File: src/rtl/alu_cmd_sequencer_if.sv
// Command and response streams between an upstream producer and the ALU sequencer.
// The master side produces commands and consumes responses; the sequencer is the slave.
interface alu_cmd_sequencer_if #(
  parameter int WIDTH = 8
);
  logic             cmd_valid;
  logic             cmd_ready;
  logic [2:0]       cmd_op;
  logic             cmd_load;
  logic [WIDTH-1:0] cmd_data;
  logic             acc_clr;
  logic             rsp_valid;
  logic             rsp_ready;
  logic [WIDTH-1:0] rsp_data;
  logic             rsp_zero;

  modport master (
    output cmd_valid, cmd_op, cmd_load, cmd_data, acc_clr, rsp_ready,
    input  cmd_ready, rsp_valid, rsp_data, rsp_zero
  );

  modport slave (
    input  cmd_valid, cmd_op, cmd_load, cmd_data, acc_clr, rsp_ready,
    output cmd_ready, rsp_valid, rsp_data, rsp_zero
  );
endinterface

File: src/rtl/alu_cmd_sequencer.sv
// Initiator-side ALU controller: accepts one command at a time, drives an external
// combinational ALU from its accumulator, and returns the new accumulator value.
module alu_cmd_sequencer #(
  parameter int WIDTH     = 8,
  parameter int CNT_WIDTH = 16
) (
  input  logic                 clk,
  input  logic                 rst_n,
  alu_cmd_sequencer_if.slave   bus,
  output logic [WIDTH-1:0]     alu_a,
  output logic [WIDTH-1:0]     alu_b,
  output logic [2:0]           alu_op,
  input  logic [WIDTH-1:0]     alu_result,
  input  logic                 alu_zero,
  output logic [CNT_WIDTH-1:0] op_count
);

  typedef enum logic [1:0] {
    S_IDLE = 2'd0,
    S_EXEC = 2'd1,
    S_RESP = 2'd2
  } state_t;

  state_t state_q, state_d;

  logic [WIDTH-1:0]     acc_q, acc_d;
  logic [WIDTH-1:0]     alu_b_q, alu_b_d;
  logic [2:0]           alu_op_q, alu_op_d;
  logic                 load_q, load_d;
  logic [WIDTH-1:0]     rsp_data_q, rsp_data_d;
  logic                 rsp_zero_q, rsp_zero_d;
  logic [CNT_WIDTH-1:0] op_count_q, op_count_d;

  logic             cmd_ready_int;
  logic             rsp_valid_int;
  logic             exec_en;
  logic             cmd_accept;
  logic [WIDTH-1:0] exec_value;
  logic             exec_zero;

  assign cmd_accept = bus.cmd_valid && cmd_ready_int;

  always_ff @(posedge clk or negedge rst_n) begin
    if (!rst_n) begin
      state_q <= S_IDLE;
    end else begin
      state_q <= state_d;
    end
  end

  always_comb begin
    state_d = state_q;
    unique case (state_q)
      S_IDLE:  if (cmd_accept) state_d = S_EXEC;
      S_EXEC:  state_d = S_RESP;
      S_RESP:  if (bus.rsp_ready) state_d = S_IDLE;
      default: state_d = S_IDLE;
    endcase
  end

  // cmd_ready is gated by rst_n so upstream sees "not ready" while reset is held.
  always_comb begin
    cmd_ready_int = 1'b0;
    rsp_valid_int = 1'b0;
    exec_en       = 1'b0;
    unique case (state_q)
      S_IDLE:  cmd_ready_int = rst_n;
      S_EXEC:  exec_en       = 1'b1;
      S_RESP:  rsp_valid_int = 1'b1;
      default: ;
    endcase
  end

  // A load bypasses the ALU; its zero flag is the only arithmetic done here.
  assign exec_value = load_q ? alu_b_q : alu_result;
  assign exec_zero  = load_q ? (alu_b_q == '0) : alu_zero;

  always_comb begin
    acc_d      = acc_q;
    alu_b_d    = alu_b_q;
    alu_op_d   = alu_op_q;
    load_d     = load_q;
    rsp_data_d = rsp_data_q;
    rsp_zero_d = rsp_zero_q;
    op_count_d = op_count_q;
    if (cmd_accept) begin
      alu_b_d  = bus.cmd_data;
      alu_op_d = bus.cmd_op;
      load_d   = bus.cmd_load;
    end
    if (exec_en) begin
      acc_d      = exec_value;
      rsp_data_d = exec_value;
      rsp_zero_d = exec_zero;
      op_count_d = op_count_q + CNT_WIDTH'(1);
    end
    // Clear has priority over the EXEC write for the accumulator only.
    if (bus.acc_clr) begin
      acc_d = '0;
    end
  end

  always_ff @(posedge clk or negedge rst_n) begin
    if (!rst_n) begin
      acc_q      <= '0;
      alu_b_q    <= '0;
      alu_op_q   <= '0;
      load_q     <= 1'b0;
      rsp_data_q <= '0;
      rsp_zero_q <= 1'b0;
      op_count_q <= '0;
    end else begin
      acc_q      <= acc_d;
      alu_b_q    <= alu_b_d;
      alu_op_q   <= alu_op_d;
      load_q     <= load_d;
      rsp_data_q <= rsp_data_d;
      rsp_zero_q <= rsp_zero_d;
      op_count_q <= op_count_d;
    end
  end

  assign bus.cmd_ready = cmd_ready_int;
  assign bus.rsp_valid = rsp_valid_int;
  assign bus.rsp_data  = rsp_data_q;
  assign bus.rsp_zero  = rsp_zero_q;
  assign alu_a         = acc_q;
  assign alu_b         = alu_b_q;
  assign alu_op        = alu_op_q;
  assign op_count      = op_count_q;

endmodule

File: src/flat_wrapper.sv
// flat-port wrapper written by rule: the top's interface ports become plain ports
module alu_cmd_sequencer_flat 
#(
  parameter int WIDTH     = 8,
  parameter int CNT_WIDTH = 16
)
  (clk, rst_n, alu_a, alu_b, alu_op, alu_result, alu_zero, op_count, bus_cmd_valid, bus_cmd_op, bus_cmd_load, bus_cmd_data, bus_acc_clr, bus_rsp_ready, bus_cmd_ready, bus_rsp_valid, bus_rsp_data, bus_rsp_zero);
  alu_cmd_sequencer_if #(.WIDTH(WIDTH)) bus_i ();
  input  logic clk;
  input  logic rst_n;
  output logic [WIDTH-1:0] alu_a;
  output logic [WIDTH-1:0] alu_b;
  output logic [2:0] alu_op;
  input  logic [WIDTH-1:0] alu_result;
  input  logic alu_zero;
  output logic [CNT_WIDTH-1:0] op_count;
  input wire logic [$bits(bus_i.cmd_valid)-1:0] bus_cmd_valid;
  input wire logic [$bits(bus_i.cmd_op)-1:0] bus_cmd_op;
  input wire logic [$bits(bus_i.cmd_load)-1:0] bus_cmd_load;
  input wire logic [$bits(bus_i.cmd_data)-1:0] bus_cmd_data;
  input wire logic [$bits(bus_i.acc_clr)-1:0] bus_acc_clr;
  input wire logic [$bits(bus_i.rsp_ready)-1:0] bus_rsp_ready;
  output wire logic [$bits(bus_i.cmd_ready)-1:0] bus_cmd_ready;
  output wire logic [$bits(bus_i.rsp_valid)-1:0] bus_rsp_valid;
  output wire logic [$bits(bus_i.rsp_data)-1:0] bus_rsp_data;
  output wire logic [$bits(bus_i.rsp_zero)-1:0] bus_rsp_zero;
  assign bus_i.cmd_valid = bus_cmd_valid;
  assign bus_i.cmd_op = bus_cmd_op;
  assign bus_i.cmd_load = bus_cmd_load;
  assign bus_i.cmd_data = bus_cmd_data;
  assign bus_i.acc_clr = bus_acc_clr;
  assign bus_i.rsp_ready = bus_rsp_ready;
  assign bus_cmd_ready = bus_i.cmd_ready;
  assign bus_rsp_valid = bus_i.rsp_valid;
  assign bus_rsp_data = bus_i.rsp_data;
  assign bus_rsp_zero = bus_i.rsp_zero;
  alu_cmd_sequencer #(.WIDTH(WIDTH), .CNT_WIDTH(CNT_WIDTH)) u_core (.clk(clk), .rst_n(rst_n), .bus(bus_i), .alu_a(alu_a), .alu_b(alu_b), .alu_op(alu_op), .alu_result(alu_result), .alu_zero(alu_zero), .op_count(op_count));
endmodule
File: config.mk
export PLATFORM = sky130hd
export DESIGN_NAME = alu_cmd_sequencer_flat
export DESIGN_NICKNAME = d
export VERILOG_FILES = /design/src/rtl/alu_cmd_sequencer_if.sv /design/src/rtl/alu_cmd_sequencer.sv /design/src/flat_wrapper.sv
export SDC_FILE = /design/constraint.sdc
export NUM_CORES = 1
export LEC_CHECK = 0
export ABC_CLOCK_PERIOD_IN_PS = 2430
export BUFFER_PORTS_ARGS = -buffer_cell sky130_fd_sc_hd__buf_2
export CAP_MARGIN = 20
export CORE_ASPECT_RATIO = 1.25
export CORE_UTILIZATION = 53
export CTS_CLUSTER_DIAMETER = 80
export DETAILED_ROUTE_END_ITERATION = 8
export HOLD_SLACK_MARGIN = 0.12
export PLACE_DENSITY = 0.84
export SYNTH_ARGS = -nofsm -noshare
export SYNTH_HDL_FRONTEND = slang
export SYNTH_SLANG_ARGS = --single-unit
File: constraint.sdc
create_clock -name clk -period 2.43 [get_ports clk]
set_input_delay 0.3645 -clock clk [delete_from_list [all_inputs] [get_ports clk]]
set_output_delay 0.3645 -clock clk [all_outputs]
set_load 0.05 [all_outputs]
==> results of run 1 <==
[stage by stage]
| stage | hold WS (ns) | cells | instance area, um2 |
|---|---|---|---|
| 3_5_place_dp | 0.462 | 269 | 2410 |
| 4_1_cts | 0.194 | 277 | 2510 |
| 6_report | 0.171 | 277 | 2510 |
| 2_1_floorplan | 0.0689 | 165 | 2050 |
| 5_1_grt | 0.215 | 277 | 2510 |
| 3_3_place_gp | 0.458 | 269 | 2410 |
[state kept, by name, indices dropped and copies added (netlist names)]
name                 count
u_core.alu_op            3
u_core.alu_a             8
u_core.alu_b             8
u_core.bus.rsp_zero      1
u_core.state_q           2
u_core.op_count         16
u_core.bus.rsp_data      8
u_core.load_q            1
[worst max path at each step]
| stage | from | to | cells past startpoint |
|---|---|---|---|
| after floorplan | u_core.state_q[0] | u_core.alu_b[0] | 5 |
| after global placement | rst_n | u_core.alu_b[7] | 4 |
| after detailed placement | rst_n | u_core.load_q | 4 |
| after CTS | u_core.state_q[1] | bus_cmd_ready | 2 |
| after global routing | u_core.state_q[1] | bus_cmd_ready | 2 |
| final | u_core.state_q[1] | bus_cmd_ready | 2 |
[layer usage]
layer	vias up	GRT usage, %
met3	4	6.68
li1	710	-
met2	63	32.7
met1	697	26.2
met5	-	0
met4	0	7.94
[final cells by class]
| class | instances | area, um2 | area share [%] |
|---|---|---|---|
| Inverter | 1 | 3.75 | 0.149 |
| Multi-Input combinational cell | 109 | 812 | 32.3 |
| Clock buffer | 8 | 100 | 3.99 |
| Tap cell | 39 | 48.8 | 1.94 |
| Timing Repair Buffer | 73 | 370 | 14.7 |
| Sequential cell | 47 | 1180 | 46.8 |
[power breakdown]
group          internal, mW  switching (mW)  leakage [nW]
logic                 0.318           0.837         0.658
registers             0.954           0.163         0.590
clock network         0.260           0.241        0.0515
total                  1.53            1.24          1.30
[synthesized netlist by cell type]
cell,instances
a211oi_1,8
a21o_1,1
a21oi_1,9
a31oi_1,1
and2_4,1
and2b_1,1
and3_1,1
buf_1,1
buf_12,1
buf_2,4
buf_4,1
buf_6,1
dfrtp_1,47
ha_1,1
inv_1,1
mux2_2,4
mux2_4,9
mux2i_1,8
nand2_1,11
nand3_1,5
nand3b_4,1
nand4_1,3
nor2_1,21
nor2b_1,2
nor3_4,2
nor3b_1,1
nor3b_2,1
nor4_1,1
o21ai_0,1
or2_2,1
or3_1,1
xnor2_1,11
xor2_1,3
[worst max-delay path, stage by stage, from the launching register on]
cell and delay, ns:
dfrtp_1 0.42, nor3b_2 0.23, buf_2 0.30
[cell families after synthesis]
group                      after synthesis
muxes                                   21
xor gates and xnor gates                14
DFF                                     47
buffers and inverters                    9
and+or+nand+nor                         53
adders and majority gates                1
AOI/OAI and AO/OA                       20
==> results.toml, run 1 <==
[run_status]
status = "finished, violations left"
violations = "design-rule violations"

[routing]
wl_met2_um = 1890
drtIter0Drc = 61
vias = 1474
dr.pass1.iters = 6
ant_nets = 0
dr.max_layer_used = "met4"
drt-wirelength-per-cell_um = 14.0
wl_met3_um = 292
wl_met1_um = 1650
drt_wl_total_um = 3870
avgViaCountPerCell = 5.32
drc = 6

[logic_synthesis]
synth-compound-area-share_pct = 6.04
muxShareOfSynthArea_pct = 12.7
avgSynthCellArea_um2 = 12.4
synth_xor_area_share_pct = 5.98
syn-cell-area_um2 = 2050
yosysTopAreaCellShare_pct = 57.3
synth.area.top_cells = "dfrtp_1 (57%), mux2_4 (6.6%), xnor2_1 (4.7%), mux2i_1 (3.9%), nor2_1 (3.8%)"
synth_sequential_area_ratio_pct = 57.3
syn_inst = 165
ys_types = 33
yosys.area_share.simple_pct = 14.1
synth_top_family_by_area = "simple AND/OR/NAND/NOR gates"
syn-num-nets = 192
synth-adder-area-share_pct = 0.610
synth_seq_cells = 47
yosysWarnings = 0
yosysTopAreaCell = "dfrtp_1"

[grt]
grt_first_pass_wirelength_um = 6330
grt_pass1_vias = 1401
track_usage_pct = 20.6
grt_max_degree = 48
grt-ovfl-total = 0
antenna_found_initial = 0

[cts]
cts_tree = "yes"
clk_pin_slew_ns = 0.08
cts_resized = 0
cts_root_buf = "clkbuf_8"
cts-htree-levels = 2
clk_latency_ns = 0.30
postCtsSetupBuffers = 0
cts_buffers = 5
cts-hold-fix-buffers = 0
cts_sinks = 47
clock_path_buffers = 2

[setup_path]
cp_data_arrival_time_ns = 1.25
worst_r2r_endpoint = "u_core.alu_a[0]"
rr_worst_depth = 4
rrSetupSlack_ns = 0.96
r2r_start = "u_core.state_q[0]"
cp-start-kind = "flip-flop"
crit_fanout = 4
critPathKind = "flip-flop to primary output"
endpoint_kind = "primary output"
cp.required_ns = 2.07

[finish]
layout_common_cells = "buf_2 (71), dfrtp_1 (47), nor2_1 (21)"
nNetsFinal = 264
syn2layout_area_growth_pct = 22.4
drive_gt1_share_pct = 42.0
fillers = 270
final_common_cell = "buf_2"
antennaDiodeCount = 0
post-route-util_pct = 69.7

[power_and_ir_drop]
total_power_mw = 2.77
p_leak_nw = 1.30
power.density_nw_per_um2 = 1100
ir_worst_vdd_v = 0.000770

[floorplan]
coreArea_um2 = 3600
dieHeight_um = 71.6
dieArea_um2 = 4130
num_io_pins = 72
rows = 24
start_util_pct = 56.9
die_w_um = 57.7

[sta]
slew_violations = 0
min_period_over_period_pct = 66.5
max_slew_margin_pct = 62.1
finalClockSkew_ns = 0.00696
rsz0062_at_grt = "false"
hold_viol_final = 0
fin_crit_ns = 1.61
tightest_slew_ns = 0.568
setup_violations = 0
layout_setup_ws_ns = 0.815
clock.fmax_mhz = 619
finalSetupTns_ns = 0

[placement]
dp_hpwl_um = 2950
portBuffers = 71
pre_cts_slack_ns = 0.952
place.gp.congestion = 0.774

[hold_path]
hp-class = "input port to asynchronous set/reset pin"

[run]
max_cap_violations = 0
Power figures use the tool's default switching activity.
==> run 2: changes to the inputs <==
--- a/config.mk
+++ b/config.mk
@@ -5,15 +5,15 @@
 export SDC_FILE = /design/constraint.sdc
 export NUM_CORES = 1
 export LEC_CHECK = 0
-export ABC_CLOCK_PERIOD_IN_PS = 2430
+export ABC_CLOCK_PERIOD_IN_PS = 1600
 export BUFFER_PORTS_ARGS = -buffer_cell sky130_fd_sc_hd__buf_2
 export CAP_MARGIN = 20
 export CORE_ASPECT_RATIO = 1.25
-export CORE_UTILIZATION = 53
+export CORE_UTILIZATION = 49
 export CTS_CLUSTER_DIAMETER = 80
 export DETAILED_ROUTE_END_ITERATION = 8
 export HOLD_SLACK_MARGIN = 0.12
-export PLACE_DENSITY = 0.84
+export PLACE_DENSITY = 0.79
 export SYNTH_ARGS = -nofsm -noshare
 export SYNTH_HDL_FRONTEND = slang
 export SYNTH_SLANG_ARGS = --single-unit
==> constraint.sdc (replaced) <==
create_clock -name clk -period 1.6 [get_ports clk]
set_input_delay 0.24 -clock clk [delete_from_list [all_inputs] [get_ports clk]]
set_output_delay 0.24 -clock clk [all_outputs]
set_load 0.05 [all_outputs]
==> results.toml, run 2 (synthesis gave the netlist of run 1 again) <==
[hold_path]
hp-class = "input port to flip-flop"

[setup_path]
critPathKind = "flip-flop to primary output"
slowest_delay_ns = 0.43
crit_buf_inv = 1
cp_data_arrival_time_ns = 1.22
cp-start-kind = "flip-flop"
cp.required_ns = 1.36
endpoint_kind = "primary output"
path_cells = "nor3b_4 -> buf_2"
critPathSlowestCell = "dfrtp_1"
critPathTopFamily = "flip-flops"
crit_fanout = 4

[routing]
drc = 0
avgViaCountPerCell = 5.04
drtIter0Drc = 39
vias = 1473
ant_nets = 0
drt_wl_total_um = 3750
drt-wirelength-per-cell_um = 12.8
dr.pass1.iters = 4

[sta]
clock.fmax_mhz = 686
rsz0062_at_grt = "false"
setup_violations = 0
finalClockSkew_ns = 0.00474
layout_setup_ws_ns = 0.142
max_slew_margin_pct = 62.4
hold_viol_final = 0
min_period_over_period_pct = 91.1
tightest_slew_ns = 0.564
fin_crit_ns = 1.46
slew_violations = 0

[cts]
cts_tree = "yes"
postCtsSetupBuffers = 0
cts_root_buf = "clkbuf_8"
cts-hold-fix-buffers = 1
cts_sinks = 47
cts-htree-levels = 2
cts_buffers = 5
clk_latency_ns = 0.28
cts_resized = 0
clock_path_buffers = 2
clk_pin_slew_ns = 0.08

[finish]
fillers = 335
drive_gt1_share_pct = 42.0
antennaDiodeCount = 0
post-route-util_pct = 64.9
final_common_cell = "buf_2"
largest_reg_flops = 16
nNetsFinal = 265
syn2layout_area_growth_pct = 23.7
layout_common_cells = "buf_2 (71), dfrtp_1 (45), nor2_1 (21)"

[run_status]
status = "complete, no violations"

[power_and_ir_drop]
power.density_nw_per_um2 = 1620
p_leak_nw = 1.29
ir_worst_vdd_v = 0.000814

[floorplan]
dieArea_um2 = 4450
dieHeight_um = 74.4
start_util_pct = 52.5
rows = 25
num_io_pins = 72
die_w_um = 59.9
coreArea_um2 = 3910

[run]
max_cap_violations = 0

[grt]
grt_pass1_vias = 1328
antenna_found_initial = 0
track_usage_pct = 17.4
grt-ovfl-total = 0
grt_max_degree = 48
grt_first_pass_wirelength_um = 5820

[placement]
place.gp.congestion = 0.769
portBuffers = 71
dp_hpwl_um = 2870
pre_cts_slack_ns = 0.180
==> run 2: worst paths after layout <==
check	start	end	slack, ns	cells past startpoint
min in group asynchronous	rst_n	u_core.op_count[7]	0.64	3
worst max register to register	u_core.state_q[1]	u_core.load_q	0.17	3
worst min register to register	u_core.op_count[15]	u_core.op_count[15]	0.47	1
worst min-delay path	bus_cmd_data[4]	u_core.alu_b[4]	0.18	2
max in group asynchronous	rst_n	u_core.op_count[1]	0.56	3
worst max-delay path	u_core.state_q[1]	bus_cmd_ready	0.14	2
==> run 2: area by class of cell <==
type / count / area, um2 / area share [%]
Tap cell: 54 / 67.6 / 2.66
Multi-Input combinational cell: 109 / 818 / 32.2
Inverter: 1 / 3.75 / 0.148
Sequential cell: 47 / 1180 / 46.4
Clock buffer: 7 / 76.3 / 3.01
Timing Repair Buffer: 74 / 393 / 15.5
==> run 2: layer usage <==
metal,global-route usage [%],wire length (um),up-vias
met5,0,0,-
met4,4.65,25,0
met3,5.91,271,4
met2,29.6,1860,56
met1,21.0,1600,704
li1,-,-,709
==> run 2: where the power goes <==
| part | switching, mW | internal (mW) | total [mW] |
|---|---|---|---|
| registers | 0.246 | 1.45 | 1.70 |
| logic | 1.27 | 0.492 | 1.76 |
| clock network | 0.342 | 0.301 | 0.644 |
==> run 2: per-stage QoR <==
stage / area (um2) / hold slack [ns] / setup TNS, ns / instances / power [mW]
3_3_place_gp: 2450 / 0.406 / 0 / 284 / 3.47
5_1_grt: 2540 / 0.161 / 0 / 292 / 4.31
4_1_cts: 2540 / 0.174 / 0 / 292 / 4.15
6_report: 2540 / 0.181 / 0 / 292 / 4.10
3_5_place_dp: 2450 / 0.394 / 0 / 284 / 3.50
2_1_floorplan: 2060 / -0.0556 / -2.42 / 165 / 3.07
==> run 2: worst reg2reg max path, delay by kind of cell, from the launching register on <==
kind,cells,cell delay [ns]
AND/OR/NAND/NOR,2,0.51
flip-flops,1,0.43
multiplexers,1,0.36
